## config.mk

```make
export PLATFORM = sky130hd
export DESIGN_NAME = dram_ring_scheduler
export DESIGN_NICKNAME = d
export VERILOG_FILES = /design/src/rtl/dram_ring_scheduler.sv
export SDC_FILE = /design/constraint.sdc
export NUM_CORES = 1
export LEC_CHECK = 0
export CAP_MARGIN = 40
export CORE_ASPECT_RATIO = 0.8
export CORE_UTILIZATION = 47
export CTS_CLUSTER_SIZE = 30
export DETAILED_ROUTE_END_ITERATION = 8
export PLACE_DENSITY = 0.91
export REMOVE_ABC_BUFFERS = 1
export SYNTH_ARGS = -nofsm -noshare
export SYNTH_HDL_FRONTEND = slang
export SYNTH_SLANG_ARGS = --single-unit
```

## constraint.sdc

```tcl
create_clock -name uiclk -period 4.6 [get_ports uiclk]
set_clock_uncertainty 0.1 [all_clocks]
set_input_delay 0.92 -clock uiclk [delete_from_list [all_inputs] [get_ports uiclk]]
set_output_delay 0.92 -clock uiclk [all_outputs]
set_load 0.1 [all_outputs]
```

## src/rtl/dram_ring_scheduler.sv

```systemverilog
// rtl/dram_ring_scheduler.sv - MIG app/UI port sequencer treating the whole SDRAM as a ring buffer
module dram_ring_scheduler #(
   parameter int ADDR_WIDTH  = 24,
   parameter int DATA_WIDTH  = 128,
   parameter int MAX_BURST   = 128,
   parameter int MIN_BURST   = 32,
   parameter int MAX_PENDING = 31
) (
   input  logic                  uiclk,
   input  logic                  reset,
   input  logic                  wr_valid,
   input  logic                  wr_level_ok,
   input  logic [DATA_WIDTH-1:0] wr_data,
   output logic                  wr_rden,
   input  logic                  rd_space_ok,
   input  logic                  app_rdy,
   input  logic                  app_wdf_rdy,
   input  logic                  app_rd_data_valid,
   output logic                  app_en,
   output logic [2:0]            app_cmd,
   output logic [ADDR_WIDTH-1:0] app_addr,
   output logic [DATA_WIDTH-1:0] app_wdf_data,
   output logic                  app_wdf_wren,
   output logic [ADDR_WIDTH:0]   mem_free,
   output logic [5:0]            rd_pending,
   output logic                  underflow_err,
   output logic [1:0]            state
);

   localparam int BW = $clog2(MAX_BURST) + 1;
   localparam logic [ADDR_WIDTH:0]   RING       = {1'b1, {ADDR_WIDTH{1'b0}}};
   localparam logic [ADDR_WIDTH:0]   RING_M1    = {1'b0, {ADDR_WIDTH{1'b1}}};
   localparam logic [ADDR_WIDTH:0]   FREE_ONE   = {{ADDR_WIDTH{1'b0}}, 1'b1};
   localparam logic [ADDR_WIDTH:0]   MIN_LVL    = (ADDR_WIDTH+1)'(MIN_BURST);
   localparam logic [ADDR_WIDTH-1:0] PTR_ONE    = ADDR_WIDTH'(1);
   localparam logic [BW-1:0]         BURST_ONE  = BW'(1);
   localparam logic [BW-1:0]         BURST_LAST = BW'(MAX_BURST - 1);
   localparam logic [5:0]            PEND_ONE   = 6'd1;
   localparam logic [5:0]            PEND_MAX   = 6'(MAX_PENDING);
   localparam logic [5:0]            PEND_LAST  = 6'(MAX_PENDING - 1);

   typedef enum logic [1:0] {
      IDLE = 2'b00,
      WR   = 2'b01,
      RD   = 2'b10
   } state_t;

   state_t                cur_state;
   logic                  last_grant_rd;
   logic [BW-1:0]         burst_cnt;
   logic [ADDR_WIDTH-1:0] wr_ptr;
   logic [ADDR_WIDTH-1:0] rd_ptr;
   logic [ADDR_WIDTH:0]   used;
   logic                  wr_ok, rd_ok, wr_slot, rd_slot, burst_done, wr_exit, rd_exit;

   assign used       = RING - mem_free;
   assign wr_ok      = wr_level_ok & app_wdf_rdy & (mem_free >= MIN_LVL);
   assign rd_ok      = rd_space_ok & (rd_pending == 6'd0) & (used >= MIN_LVL);
   assign wr_slot    = (cur_state == WR) & app_rdy & app_wdf_rdy & wr_valid & (mem_free != '0);
   assign rd_slot    = (cur_state == RD) & app_rdy & (mem_free != RING) & (rd_pending < PEND_MAX);
   assign burst_done = (burst_cnt == BURST_LAST);
   assign wr_exit    = ~wr_valid | ~app_wdf_rdy | (mem_free <= FREE_ONE) | (wr_slot & burst_done);
   assign rd_exit    = ~rd_space_ok | (mem_free >= RING_M1) | (rd_pending >= PEND_LAST)
                     | (rd_slot & burst_done);

   // The FIFO pop must not happen while the slot it feeds is being discarded by reset.
   assign wr_rden = wr_slot & ~reset;
   assign state   = cur_state;

   always_ff @(posedge uiclk) begin
      if (reset) begin
         cur_state     <= IDLE;
         last_grant_rd <= 1'b1;
         burst_cnt     <= '0;
         wr_ptr        <= '0;
         rd_ptr        <= '0;
         mem_free      <= RING;
         rd_pending    <= '0;
         underflow_err <= 1'b0;
         app_en        <= 1'b0;
         app_cmd       <= 3'b000;
         app_addr      <= '0;
         app_wdf_data  <= '0;
         app_wdf_wren  <= 1'b0;
      end else begin
         case (cur_state)
            IDLE: begin
               if (wr_ok && (!rd_ok || last_grant_rd)) begin
                  cur_state     <= WR;
                  last_grant_rd <= 1'b0;
                  burst_cnt     <= '0;
               end else if (rd_ok) begin
                  cur_state     <= RD;
                  last_grant_rd <= 1'b1;
                  burst_cnt     <= '0;
               end
            end
            WR:      if (wr_exit) cur_state <= IDLE;
            RD:      if (rd_exit) cur_state <= IDLE;
            default: cur_state <= IDLE;
         endcase

         // Command registers only advance when the MIG has taken the previous one.
         if (app_rdy) begin
            if (wr_slot) begin
               app_en       <= 1'b1;
               app_cmd      <= 3'b000;
               app_addr     <= wr_ptr;
               app_wdf_data <= wr_data;
            end else if (rd_slot) begin
               app_en   <= 1'b1;
               app_cmd  <= 3'b001;
               app_addr <= rd_ptr;
            end else begin
               app_en <= 1'b0;
            end
         end

         if (wr_slot)          app_wdf_wren <= 1'b1;
         else if (app_wdf_rdy) app_wdf_wren <= 1'b0;

         if (wr_slot) begin
            wr_ptr    <= wr_ptr + PTR_ONE;
            mem_free  <= mem_free - FREE_ONE;
            burst_cnt <= burst_cnt + BURST_ONE;
         end else if (rd_slot) begin
            rd_ptr    <= rd_ptr + PTR_ONE;
            mem_free  <= mem_free + FREE_ONE;
            burst_cnt <= burst_cnt + BURST_ONE;
         end

         case ({rd_slot, app_rd_data_valid})
            2'b10:   rd_pending <= rd_pending + PEND_ONE;
            2'b01: begin
               if (rd_pending != 6'd0) rd_pending    <= rd_pending - PEND_ONE;
               else                    underflow_err <= 1'b1;
            end
            default: rd_pending <= rd_pending;
         endcase
      end
   end

endmodule
```

==> flow_metrics.env <==
export IMPL_tritoncts_num_sinks=246
export IMPL_critPathArrivalTime_ps=4650
export IMPL_slowest_stage="sky130_fd_sc_hd__buf_4"
export IMPL_finalSetupViolCount=0
export IMPL_number_of_synthesized_flops_with_an_enable_pin=0
export IMPL_synthTopCellsByArea="sky130_fd_sc_hd__dfxtp_1 (46%), sky130_fd_sc_hd__nand2_1 (12%), sky130_fd_sc_hd__a21oi_1 (7.8%)"
export IMPL_max_cap_viol=0
export IMPL_h_tree_depth=1
export IMPL_most_common_layout_cells="sky130_fd_sc_hd__nand2_1 (347), sky130_fd_sc_hd__clkdlybuf4s50_1 (323), sky130_fd_sc_hd__dfxtp_1 (246), sky130_fd_sc_hd__a21oi_1 (166), sky130_fd_sc_hd__buf_8 (128)"
export IMPL_detail_route_wl_per_cell_um=22.37
export IMPL_setup_repair_after_global_routing_missed_its_margin="false"
export IMPL_ratio_of_cells_with_drive_above_1_in_the_final_layout_pct=13.96
export IMPL_n_antenna_cell=0
export IMPL_finalWorstSetupSlack_ps=202.7
export IMPL_critPathMaxStageDelay_ps=740
export IMPL_ctsRootBufferMaster="sky130_fd_sc_hd__clkbuf_16"
export IMPL_post_dp_hpwl_mm=33.68
export IMPL_critical_path_most_common_cell="sky130_fd_sc_hd__buf_4"
export IMPL_drt_pass1_iter_count=6
export IMPL_synth_seq_cells=246
export IMPL_drtAntennaViolNets=0
export IMPL_fmaxAchievable_ghz=0.2274
export IMPL_report_final_hold_viol_count=0
export IMPL_worst_hold_check_path_type="flip-flop to flip-flop"
export IMPL_mostFrequentLayoutCell="sky130_fd_sc_hd__nand2_1"
export IMPL_final_design_area_no_fill_um2=18440
export IMPL_die_height_um=136.4
export IMPL_groute_usage_overall_pct=40.37
export IMPL_critPathRequiredTime_ps=4860
export IMPL_ctsLongestPathBuffers=3
export IMPL_drt_total_wl_mm=47.74
export IMPL_port_buffer_count=325
export IMPL_die_width_um=170.0
export IMPL_fp_rows=48
export IMPL_pwr_density_cell_nw_per_um2=303.2
export IMPL_layout_filler_cells=1080
export IMPL_timing_critical_path_cells="inv_1 > ha_1 > or3b_2 > or4_4 > o31ai_4 > buf_4 > buf_4 > nor2_1 > a311oi_1"
export IMPL_setup_worst_path_end_class="flip-flop"
export IMPL_timing_setup_critical_path_class="flip-flop to flip-flop"
export IMPL_grt_max_degree=170
export IMPL_global_route_wire_length_before_repair_mm=71.72
export IMPL_count_of_buffer_and_inverter_cells_on_the_critical_path=3
export IMPL_cp_start_kind="flip-flop"
export IMPL_slew_headroom_pct=42.90
export IMPL_finalWorstPathRequiredPeriod_ps=4397
export IMPL_dr_drc_count=0
export IMPL_postSynthCellCount=1358
export IMPL_clock_slew_seen_by_the_registers_of_the_worst_setup_and_hold_paths_ps=60
export IMPL_crit_family="buffers and inverters"
export IMPL_yosysSeqAreaShare_pct=46.42
export IMPL_final_max_slew_violation_count=0
export IMPL_initial_core_util_pct=48.53
export IMPL_total_area_of_sequential_cells_um2=4925
export IMPL_globalRoute_totalOverflow=0
export IMPL_num_nets_final=1964
export IMPL_setup_tns_final_ps=0
export IMPL_synth_top_cell_by_area="sky130_fd_sc_hd__dfxtp_1"
export IMPL_distinct_cells_synth=58
export IMPL_multi_input_area_um2=5201
export IMPL_final_period_utilization_pct=95.59
export IMPL_post_cts_setup_buffers=0
export IMPL_power_ir_vdd_worst_mv=0.3031
export IMPL_power_static_leakage_nw=6.764
export IMPL_vias=12633
export IMPL_flow_area_growth_from_synthesis_pct=73.83
export IMPL_cts_buffers=25
export IMPL_place_detailed_instances=2089
export IMPL_cts_tree="yes"
export IMPL_avgSynthCellArea_um2=7.812
export IMPL_synth_warning_count=0
export IMPL_dp_slack_ps=632.5
export IMPL_clkLatencyLatePin_ps=530
export IMPL_io_pins=328
export IMPL_post_cts_resized=0
export IMPL_async_flop_share_pct=0
export IMPL_synth_ff_type="sky130_fd_sc_hd__dfxtp_1"
export IMPL_dpl_cell_area_um2=17610
export IMPL_initial_antenna_violation_count=1
export IMPL_place_congestion=0.9684
export IMPL_worst_slew_pin_slew_ps=856.5
export IMPL_synth_top_area_share_pct=46.42
export IMPL_cts_hold_buf=0
export IMPL_netlist_area_um2=10610
export IMPL_fp_dieArea_um2=23180
export IMPL_crit_path_max_fanout=75
export IMPL_fp_coreArea_um2=21860
export IMPL_grt_pass1_vias=12872
export IMPL_layoutNonFillerInstCount=2134
export IMPL_drt_iter0_drc=1250
export IMPL_status="finished clean"
export IMPL_vias_per_cell=5.920
## registers in the layout, indices dropped and copies added, names as in the netlist, 2 cells and up
| name | count |
|---|---|
| mem_free | 25 |
| burst_cnt | 8 |
| rd_pending | 6 |
| rd_ptr | 24 |
| wr_ptr | 24 |
| app_addr | 24 |
| state | 2 |
| app_wdf_data | 128 |
## metrics by stage
step           utilization, %  total power, mW  hold slack, ps
2_1_floorplan               -            2.949           343.7
3_3_place_gp            64.04            3.294           340.2
3_5_place_dp            80.53            3.518           345.9
4_1_cts                 84.36            5.580           353.9
5_1_grt                 84.36            5.742           379.4
6_report                84.36            5.591           355.9
## path summary, 6_finish.rpt
check / startpoint / endpoint / slack [ps] / depth (start not counted)
max: mem_free[0]$_SDFFE_PP0P_ / app_addr[10]$_SDFFE_PP0P_ / 200 / 9
min reg2reg: app_wdf_data[121]$_SDFFE_PP0P_ / app_wdf_data[121]$_SDFFE_PP0P_ / 360 / 2
max reg2reg: mem_free[0]$_SDFFE_PP0P_ / app_addr[10]$_SDFFE_PP0P_ / 200 / 9
min: app_wdf_data[121]$_SDFFE_PP0P_ / app_wdf_data[121]$_SDFFE_PP0P_ / 360 / 2
## layer usage
metal	global-route usage, %	part of all wire, %	up-vias
li1	-	-	5537
met1	41.97	34	5901
met2	70.26	49	904
met3	10.54	8.8	289
met4	30.88	8.2	2
met5	0	0.040	-
## synth_stat cells, types with 3 or more instances
master / instances
sky130_fd_sc_hd__a2111oi_0: 3
sky130_fd_sc_hd__a211oi_1: 5
sky130_fd_sc_hd__a21o_1: 8
sky130_fd_sc_hd__a21oi_1: 166
sky130_fd_sc_hd__a311oi_1: 30
sky130_fd_sc_hd__a31oi_1: 3
sky130_fd_sc_hd__a41oi_1: 4
sky130_fd_sc_hd__and3_1: 14
sky130_fd_sc_hd__buf_1: 8
sky130_fd_sc_hd__buf_6: 3
sky130_fd_sc_hd__clkbuf_1: 85
sky130_fd_sc_hd__dfxtp_1: 246
sky130_fd_sc_hd__ha_1: 11
sky130_fd_sc_hd__inv_1: 29
sky130_fd_sc_hd__mux2i_1: 3
sky130_fd_sc_hd__nand2_1: 347
sky130_fd_sc_hd__nand2b_1: 4
sky130_fd_sc_hd__nand3_1: 36
sky130_fd_sc_hd__nand4_1: 15
sky130_fd_sc_hd__nor2_1: 116
sky130_fd_sc_hd__nor3_1: 17
sky130_fd_sc_hd__nor3b_1: 4
sky130_fd_sc_hd__nor4_1: 24
sky130_fd_sc_hd__o21a_1: 3
sky130_fd_sc_hd__o21ai_0: 23
sky130_fd_sc_hd__o22ai_1: 7
sky130_fd_sc_hd__o31a_1: 3
sky130_fd_sc_hd__o31ai_1: 5
sky130_fd_sc_hd__or2_2: 3
sky130_fd_sc_hd__or3_1: 21
sky130_fd_sc_hd__or4_1: 9
sky130_fd_sc_hd__xnor2_1: 43
sky130_fd_sc_hd__xor2_1: 24
## power by group
part / internal [mW] / leakage (nW) / total (mW) / switching (mW)
clock: 1.23 / 0.410 / 2.09 / 0.863
combinational: 0.489 / 4.37 / 1.25 / 0.760
sequential: 2.18 / 1.98 / 2.25 / 0.0717
## layout make-up
| cell class | count | share of cell area [%] |
|---|---|---|
| Timing Repair Buffer | 530 | 37.93 |
| Multi-Input combinational cell | 984 | 28.20 |
| Sequential cell | 246 | 26.70 |
| Clock buffer | 38 | 4.037 |
| Tap cell | 300 | 2.035 |
| Inverter | 29 | 0.5903 |
| Clock inverter | 7 | 0.4953 |
## cell families after synthesis
family	synth area share [%]
flip-flops	46.42
AND/OR/NAND/NOR	25.60
XOR/XNOR	5.531
multiplexers	0.2831
AO/OA/AOI/OAI	15.77
buffers and inverters	4.871
other	0.03535
adder cells (fa/ha/maj)	1.486
## worst reg2reg max path, stage by stage (launching register included)
cell and delay (ps):
sky130_fd_sc_hd__dfxtp_1 390, sky130_fd_sc_hd__inv_1 140, sky130_fd_sc_hd__ha_1 220, sky130_fd_sc_hd__or3b_2 500, sky130_fd_sc_hd__or4_4 540, sky130_fd_sc_hd__o31ai_4 270, sky130_fd_sc_hd__buf_4 490, sky130_fd_sc_hd__buf_4 750
sky130_fd_sc_hd__nor2_1 180, sky130_fd_sc_hd__a311oi_1 630
Power figures use the tool's default switching activity.
